==> config.mk <==
export PLATFORM = sky130hd
export DESIGN_NAME = lcd_reader
export DESIGN_NICKNAME = d
export VERILOG_FILES = /design/src/rtl/lcd_reader.sv
export SDC_FILE = /design/constraint.sdc
export NUM_CORES = 1
export LEC_CHECK = 0
export BUFFER_PORTS_ARGS = -buffer_cell sky130_fd_sc_hd__buf_2
export CAP_MARGIN = 40
export CELL_PAD_IN_SITES_DETAIL_PLACEMENT = 1
export CELL_PAD_IN_SITES_GLOBAL_PLACEMENT = 1
export CORE_MARGIN = 2
export CORE_UTILIZATION = 45
export DETAILED_ROUTE_END_ITERATION = 10
export PLACE_DENSITY = 0.85
export RECOVER_POWER = 100
export SYNTH_ARGS = -nofsm -noshare
export SYNTH_HDL_FRONTEND = slang
export SYNTH_SLANG_ARGS = --single-unit
==> constraint.sdc <==
create_clock -name clk_en -period 5.1 [get_ports clk_en]
set_input_delay 0.255 -clock clk_en [delete_from_list [all_inputs] [get_ports clk_en]]
set_output_delay 0.255 -clock clk_en [all_outputs]
set_load 0.02 [all_outputs]
==> src/rtl/lcd_reader.sv <==
// Read-side HD44780 bus sequencer: a single data read (RS=1) or a busy-flag poll
// (RS=0) repeated until BF clears or the poll limit is reached.
module lcd_reader #(
  parameter int T_AS     = 6,
  parameter int T_PW     = 25,
  parameter int T_AH     = 2,
  parameter int T_REC    = 100,
  parameter int POLL_MAX = 4000
) (
  input  logic       clk_en,
  input  logic       rst_n,
  input  logic       start,
  input  logic       mode,
  output logic       busy,
  output logic       done,
  output logic       timeout,
  output logic [7:0] q,
  output logic       lcd_rs,
  output logic       lcd_rw,
  output logic       lcd_e,
  input  logic [7:0] lcd_d
);

  // Handshake: start is sampled only while busy=0 (including the done cycle);
  // done is a one-cycle pulse and q is valid whenever done is high.

  typedef enum logic [2:0] {IDLE, SETUP, EHIGH, HOLD, RECOVER} state_t;

  localparam logic [15:0] AS_LAST   = 16'(T_AS - 1);
  localparam logic [15:0] PW_LAST   = 16'(T_PW - 1);
  localparam logic [15:0] AH_LAST   = 16'(T_AH - 1);
  localparam logic [15:0] REC_LAST  = 16'(T_REC - 1);
  localparam logic [15:0] POLL_LAST = 16'(POLL_MAX - 1);

  state_t      state, state_nxt;
  logic [15:0] cnt, cnt_nxt;
  logic [15:0] poll_cnt, poll_nxt;
  logic        mode_q, mode_nxt;
  logic [7:0]  q_nxt;
  logic        rs_nxt, rw_nxt, e_nxt, busy_nxt, done_nxt, timeout_nxt;

  always_comb begin
    state_nxt   = state;
    cnt_nxt     = cnt + 16'd1;
    poll_nxt    = poll_cnt;
    mode_nxt    = mode_q;
    q_nxt       = q;
    rs_nxt      = lcd_rs;
    rw_nxt      = lcd_rw;
    e_nxt       = lcd_e;
    busy_nxt    = busy;
    done_nxt    = 1'b0;
    timeout_nxt = 1'b0;
    case (state)
      IDLE: begin
        cnt_nxt  = 16'd0;
        rs_nxt   = 1'b0;
        rw_nxt   = 1'b0;
        e_nxt    = 1'b0;
        busy_nxt = 1'b0;
        if (start) begin
          mode_nxt  = mode;
          rs_nxt    = mode;
          rw_nxt    = 1'b1;
          busy_nxt  = 1'b1;
          poll_nxt  = 16'd0;
          state_nxt = SETUP;
        end
      end
      SETUP: begin
        if (cnt == AS_LAST) begin
          cnt_nxt   = 16'd0;
          e_nxt     = 1'b1;
          state_nxt = EHIGH;
        end
      end
      EHIGH: begin
        // The bus is captured only on the last E-high cycle.
        if (cnt == PW_LAST) begin
          cnt_nxt   = 16'd0;
          q_nxt     = lcd_d;
          e_nxt     = 1'b0;
          state_nxt = HOLD;
        end
      end
      HOLD: begin
        if (cnt == AH_LAST) begin
          cnt_nxt   = 16'd0;
          rs_nxt    = 1'b0;
          rw_nxt    = 1'b0;
          state_nxt = RECOVER;
        end
      end
      RECOVER: begin
        if (cnt == REC_LAST) begin
          cnt_nxt = 16'd0;
          if (mode_q || !q[7]) begin
            done_nxt  = 1'b1;
            busy_nxt  = 1'b0;
            state_nxt = IDLE;
          end else if (poll_cnt == POLL_LAST) begin
            done_nxt    = 1'b1;
            timeout_nxt = 1'b1;
            busy_nxt    = 1'b0;
            state_nxt   = IDLE;
          end else begin
            poll_nxt  = poll_cnt + 16'd1;
            rs_nxt    = 1'b0;
            rw_nxt    = 1'b1;
            state_nxt = SETUP;
          end
        end
      end
      default: begin
        state_nxt = IDLE;
        cnt_nxt   = 16'd0;
        rs_nxt    = 1'b0;
        rw_nxt    = 1'b0;
        e_nxt     = 1'b0;
        busy_nxt  = 1'b0;
      end
    endcase
  end

  always_ff @(posedge clk_en) begin
    if (!rst_n) begin
      state    <= IDLE;
      cnt      <= 16'd0;
      poll_cnt <= 16'd0;
      mode_q   <= 1'b0;
      q        <= 8'h00;
      lcd_rs   <= 1'b0;
      lcd_rw   <= 1'b0;
      lcd_e    <= 1'b0;
      busy     <= 1'b0;
      done     <= 1'b0;
      timeout  <= 1'b0;
    end else begin
      state    <= state_nxt;
      cnt      <= cnt_nxt;
      poll_cnt <= poll_nxt;
      mode_q   <= mode_nxt;
      q        <= q_nxt;
      lcd_rs   <= rs_nxt;
      lcd_rw   <= rw_nxt;
      lcd_e    <= e_nxt;
      busy     <= busy_nxt;
      done     <= done_nxt;
      timeout  <= timeout_nxt;
    end
  end

endmodule

==> results_dict.tcl, run 1 <==
set metrics [dict create \
    fin_skew_ns 0.0128 \
    grt_usage_pct 20.9 \
    synth_nets 321 \
    layout.nets 339 \
    slew_violations 0 \
    slew_headroom_pct 37.5 \
    core_area_um2 5540 \
    cts_sinks 50 \
    path_delay_family "compound AO/OA/AOI/OAI gates" \
    grt_pass1_wl_um 10500 \
    die_w_um 79.8 \
    seq_power_share_pct 54.9 \
    rsz0062_at_grt "false" \
    cp_data_arrival_time_ns 3.01 \
    holdBufCountCts 0 \
    ys_seq_area_share_pct 38.7 \
    clock_latency_ns 0.32 \
    n_antenna_cell 0 \
    dieArea_um2 6370 \
    h-tree-depth 2 \
    grt_pass1_vias 2271 \
    layout_setup_ws_ns 2.27 \
    p_sw_uw 172 \
    ios 26 \
    routed_wl_um 6340 \
    dieHeight_um 79.8 \
    routedWlPerCell_um 16.0 \
    hpwl_um 4490 \
    synthArstFlopShare_pct 0 \
    synth_area_um2 2580 \
    synth_cells 305 \
    placed_area_um2 2720 \
    cp_num_buf_inv 1 \
    cap_violations 0 \
    cp_max_fo 16 \
    crit_required_ns 5.28 \
    cts-root-buf "clkbuf_8" \
    pwr-share-clk_pct 40.2 \
    finalHoldViolations 0 \
    ys_ff_latch 50 \
    cp-start-kind "flip-flop" \
    holdCritPathClass "primary input to flip-flop" \
    finalCritPeriodShare_pct 55.4 \
    fmax_mhz 354 \
    finalSetupViolCount 0 \
    ant_nets 0 \
    cts_resized 0 \
    worst-setup-path-type "flip-flop to flip-flop" \
    ys_types 48 \
    numPortBuffers 25 \
    grt_overflow 0 \
    drc_errors 0 \
    num_vias 2324 \
    p_comb_share_pct 4.9 \
    pre_cts_slack_ns 2.36 \
    drtPass1Iterations 4 \
    power_density_nw_per_um2 258 \
    cts_tree "done" \
    vias_per_cell 5.87 \
    holdWs_ns 0.160 \
    place_congestion 0.803 \
    rows 27 \
    numCtsBuffers 5 \
    swShare_pct 23.7 \
    grt_max_degree 19 \
    cts.clk_slew.worst_paths_ns 0.10 \
    max-clock-path-buffers 2 \
    start_util_pct 46.7 \
    p_leak_uw 0.000959 \
    finalCriticalPeriod_ns 2.83 \
    final_core_util_pct 50.6 \
    end_kind "flip-flop" \
    yosysWarnings 0 \
    drive_gt1_share_pct 8.02 \
    synthFlopType "dfxtp_1" \
    synth_edf_count 0 \
    crit_chain "or4_1, nor3_1, a31oi_1, clkbuf_1, o41ai_4, nor2_1" \
    antenna_found_initial 0 \
    drt_iter0_drc 149 \
    syn_to_final_growth_pct 8.37 \
    cpPeakStageDelay_ns 0.89 \
    ir_worst_vdd_v 0.000152 \
    fin_setup_tns_ns 0 \
    stdcell_area_um2 2800 \
    tightest_slew_ns 0.934 \
    status "finished clean" \
    cp_slowest_cell "o41ai_4" \
    p_int_uw 552 \
    post_cts_buffers 0 \
    avgSynthCellArea_um2 8.48 \
]
-- path summary, 6_finish.rpt --
kind,startpoint,to,slack (ns),depth (start not counted)
worst max-delay path,cnt[10],cnt[3],2.27,6
worst min register to register,lcd_rs,lcd_rs,0.47,2
worst max register to register,cnt[10],cnt[3],2.27,6
worst min-delay path,lcd_d[1],q[1],0.16,3
-- per-stage QoR --
step	std cells	power (uW)
CTS	396	729
global route	396	742
floorplan	305	430
global placement	386	439
detailed placement	388	442
finish	396	724
-- tightest hold or removal path, cell delays in order --
cell and delay, ns:
buf_2 0.08, mux2i_1 0.05, nor2_1 0.07
-- placed cells by master, fill, tap and decap left out, types with 2 or more instances in the layout --
cell type / instances
or4_1: 5
nand4_1: 10
a31oi_1: 4
a311oi_1: 8
and3_1: 2
xor2_1: 8
clkbuf_8: 5
nor3b_1: 3
xnor2_1: 6
nor2b_1: 2
or3_1: 2
mux2i_1: 10
nand2b_1: 3
and2_1: 4
a41o_1: 3
nand2_1: 24
nor3_1: 13
clkbuf_1: 15
a21oi_1: 18
nor4_1: 4
o21a_1: 3
inv_1: 9
buf_2: 11
a211oi_1: 3
ha_1: 4
and4_1: 3
clkinvlp_4: 2
dfxtp_1: 50
nor2_1: 41
nand3_1: 15
o21ai_0: 14
a41oi_1: 3
-- cell type report --
cell class | instances | area (um^2)
clock buffer | 5 | 68.8
clock inverter | 3 | 45.0
fill | 692 | 2740
inverter | 9 | 33.8
multi-input combinational | 229 | 1430
sequential | 50 | 1000
tap | 72 | 90.1
timing repair buffer | 28 | 134
-- cells in the mapped netlist, types with 4 or more instances --
cell type  count  share of area [%]
nand3_1       15                2.9
o21ai_0       14                2.7
xor2_1         8                2.7
nor2_1        41                6.0
a31oi_1        4               0.97
a21oi_1       18                3.5
nor4_1         4               0.97
xnor2_1        6                2.0
buf_6          4                1.7
clkbuf_1       7                1.0
inv_1          9                1.3
nor3_1        13                2.5
and2_1         4               0.97
ha_1           4                1.9
a311oi_1       8                2.7
mux2i_1       10                3.9
nand4_1       10                2.4
nand2_1       24                3.5
dfxtp_1       50                 39
-- logic make-up (layout without fill, tap and decap cells) --
| logic type | count (synthesis) | count (layout) | synth area share (%) |
|---|---|---|---|
| adder cells (fa/ha/maj) | 4 | 4 | 1.94 |
| AO/OA/AOI/OAI | 63 | 63 | 17.2 |
| AND/OR/NAND/NOR | 138 | 138 | 28.0 |
| multiplexers | 10 | 10 | 3.87 |
| flip-flops | 50 | 50 | 38.7 |
| XOR/XNOR | 14 | 14 | 4.74 |
| buffers and inverters | 26 | 45 | 5.52 |
-- per-layer routing --
metal | vias to the layer above | routed length [um] | share of wire [%] | GRT usage (%)
met3 | 7 | 216 | 3.4 | 3.73
met1 | 1140 | 2950 | 47 | 26.6
met2 | 33 | 3100 | 49 | 36.0
met5 | - | 0 | 0 | 0
li1 | 1144 | - | - | -
met4 | 0 | 70 | 1.1 | 6.27
-- power groups by stage --
stage / sequential, uW / combinational (uW) / clock (uW)
6_report: 397 / 35.6 / 291
3_3_place_gp: 406 / 33.4 / 0
2_1_floorplan: 407 / 22.9 / 0
5_1_grt: 398 / 38.7 / 305
4_1_cts: 397 / 36.2 / 296
3_5_place_dp: 406 / 35.5 / 0
-- flip-flops by register name, summed over array words and instances, names as in the netlist --
register  flops
lcd_e         1
poll_cnt     16
cnt          16
done          1
lcd_rw        1
state         3
lcd_rs        1
timeout       1
busy          1
mode_q        1
q             8
Note: power is estimated with default switching activity, not from simulation.
==> inputs of run 2 (changes only) <==
- CORE_UTILIZATION: 45 -> 44
- PLACE_DENSITY: 0.85 -> 0.84
- clock period: 5.1 -> 2.62 ns (I/O delays scaled with it)
==> run 2 against run 1 <==
Net effect:
- non-clock buffer count rose by 10
- global-route usage up 3.1 points
- wire length rose by 9.8%
- first-iteration DRC count is 21% lower
- via count rose by 2.3%
- combinational power is 110% higher
- clock skew down 0.00050 ns
- sequential cell count is the same
- register-to-register slack got worse by 2.1 ns
- clock power is 63% higher
- sequential share of layout area decreased by 0.80 points
- setup slack worse by 2.1 ns
- critical path type unchanged
- largest cell class unchanged
==> results_dict.tcl, run 2 (synthesized netlist as in run 1, its figures left out) <==
set metrics [dict create \
    syn_to_final_growth_pct 10.8 \
    drt_iter0_drc 118 \
    cap_violations 0 \
    p_int_uw 1010 \
    grt_pass1_vias 2489 \
    numPortBuffers 25 \
    p_sw_uw 316 \
    fmax_mhz 408 \
    end_kind "flip-flop" \
    p_leak_uw 0.00101 \
    core_area_um2 5570 \
    numCtsBuffers 5 \
    pre_cts_slack_ns 0.259 \
    layout.nets 349 \
    rsz0062_at_grt "false" \
    n_antenna_cell 0 \
    die_w_um 80.7 \
    crit_required_ns 2.82 \
    finalCritPeriodShare_pct 93.6 \
    r2r_start "cnt[10]" \
    holdBufCountCts 0 \
    cts_sinks 50 \
    ios 26 \
    min_to "q[3]" \
    holdCritPathClass "primary input to flip-flop" \
    layout_common_cells "50 x dfxtp_1, 41 x nor2_1, 24 x nand2_1, 18 x a21oi_1, 17 x clkbuf_1" \
    rrSetupSlack_ns 0.17 \
    ir_worst_vdd_v 0.000240 \
    p_comb_share_pct 5.8 \
    cts_resized 0 \
    status "finished clean" \
    grt_max_degree 20 \
    finalCriticalPeriod_ns 2.45 \
    routed_wl_um 6960 \
    drtPass1Iterations 4 \
    num_vias 2377 \
    post_cts_buffers 0 \
    finalHoldViolations 0 \
    nFillCells 725 \
    drive_gt1_share_pct 10.8 \
    tightest_slew_ns 0.635 \
    ant_nets 0 \
    finalPower_uw 1320 \
    regArea_um2 1000 \
    grt_pass1_wl_um 12100 \
    h-tree-depth 2 \
    grt_overflow 0 \
    place_congestion 0.848 \
    rows 27 \
    cp_data_arrival_time_ns 2.66 \
    hpwl_um 5120 \
    fin_skew_ns 0.0123 \
    layout_setup_ws_ns 0.167 \
    start_util_pct 46.4 \
    cp-start-kind "flip-flop" \
    worstReg2RegEnd "q[4]" \
    slew_headroom_pct 57.1 \
    cts_tree "done" \
    final_common_cell "dfxtp_1" \
    power_density_nw_per_um2 462 \
    multi_input_area_um2 1440 \
    routedWlPerCell_um 17.2 \
    pwr-share-clk_pct 35.9 \
    max-clock-path-buffers 2 \
    dieArea_um2 6500 \
    clock_latency_ns 0.31 \
    worst-r2r-cell-count 5 \
    drc_errors 0 \
    reg_top3 "cnt (16), poll_cnt (16), q (8)" \
    antenna_found_initial 0 \
    slew_violations 0 \
    cts.clk_slew.worst_paths_ns 0.09 \
    worst-setup-path-type "flip-flop to flip-flop" \
    grt_usage_pct 24.0 \
    cp_max_fo 8 \
    seq_power_share_pct 58.4 \
    hold_depth 3 \
    fin_setup_tns_ns 0 \
    swShare_pct 23.9 \
    dieHeight_um 80.7 \
    finalSetupViolCount 0 \
    hp-start "lcd_d[3]" \
    vias_per_cell 5.85 \
    cts-root-buf "clkbuf_8" \
]
[run 2: cell types whose count changed in the layout (fill, tap and decap cells not counted)]
cell	change
buf_4	+6
clkbuf_1	+2
clkbuf_2	+2
clkinvlp_4	-2
or4_1	-2
or4_4	+2
buf_12	+1
bufinv_16	-1
clkbuf_8	+1
clkinv_2	+1
[run 2: power by group through the flow]
stage / clock network [uW] / registers, uW / logic [uW]
finish: 475 / 773 / 76.3
global route: 518 / 775 / 83.9
CTS: 484 / 773 / 80.1
detailed placement: 0 / 791 / 79.2
global placement: 0 / 790 / 74.3
floorplan: 0 / 792 / 44.6
[run 2: layout make-up]
| cell class | instances | share of cell area [%] |
|---|---|---|
| tap | 72 | 3.14 |
| inverter | 9 | 1.18 |
| multi-input combinational | 229 | 50.1 |
| clock inverter | 1 | 0.175 |
| clock buffer | 7 | 3.01 |
| timing repair buffer | 38 | 7.42 |
| sequential | 50 | 34.9 |
[run 2: worst max-delay path by stage]
| stage | startpoint | to | cells past startpoint | slack [ns] |
|---|---|---|---|---|
| floorplan | cnt[10] | q[7] | 7 | 0.34 |
| global placement | cnt[10] | q[7] | 5 | 0.30 |
| detailed placement | cnt[10] | state[0] | 6 | 0.26 |
| CTS | cnt[10] | state[0] | 6 | 0.24 |
| global route | cnt[10] | state[0] | 6 | 0.02 |
| finish | cnt[10] | q[4] | 5 | 0.17 |
[run 2: critical path: stages, from the launching register on]
cell     delay [ns]
dfxtp_1        0.38
or4_4          0.53
or3_1          0.50
or4_4          0.67
mux2i_1        0.22
nor2_1         0.06
[run 2: per-stage QoR]
| stage | util, % | hold slack (ns) | cells | area [um^2] |
|---|---|---|---|---|
| floorplan | - | 0.261 | 305 | 2580 |
| global placement | 50.1 | 0.360 | 397 | 2790 |
| detailed placement | 50.4 | 0.375 | 398 | 2810 |
| CTS | 52.0 | 0.0489 | 406 | 2900 |
| global route | 51.4 | 0.0588 | 406 | 2870 |
| finish | 51.4 | 0.0575 | 406 | 2870 |
[run 2: metal layers]
metal  wire (um)  GRT usage, %
met1        3110          29.3
met2        3540          42.5
met3         231          4.72
met4          76          6.78
met5           0             0
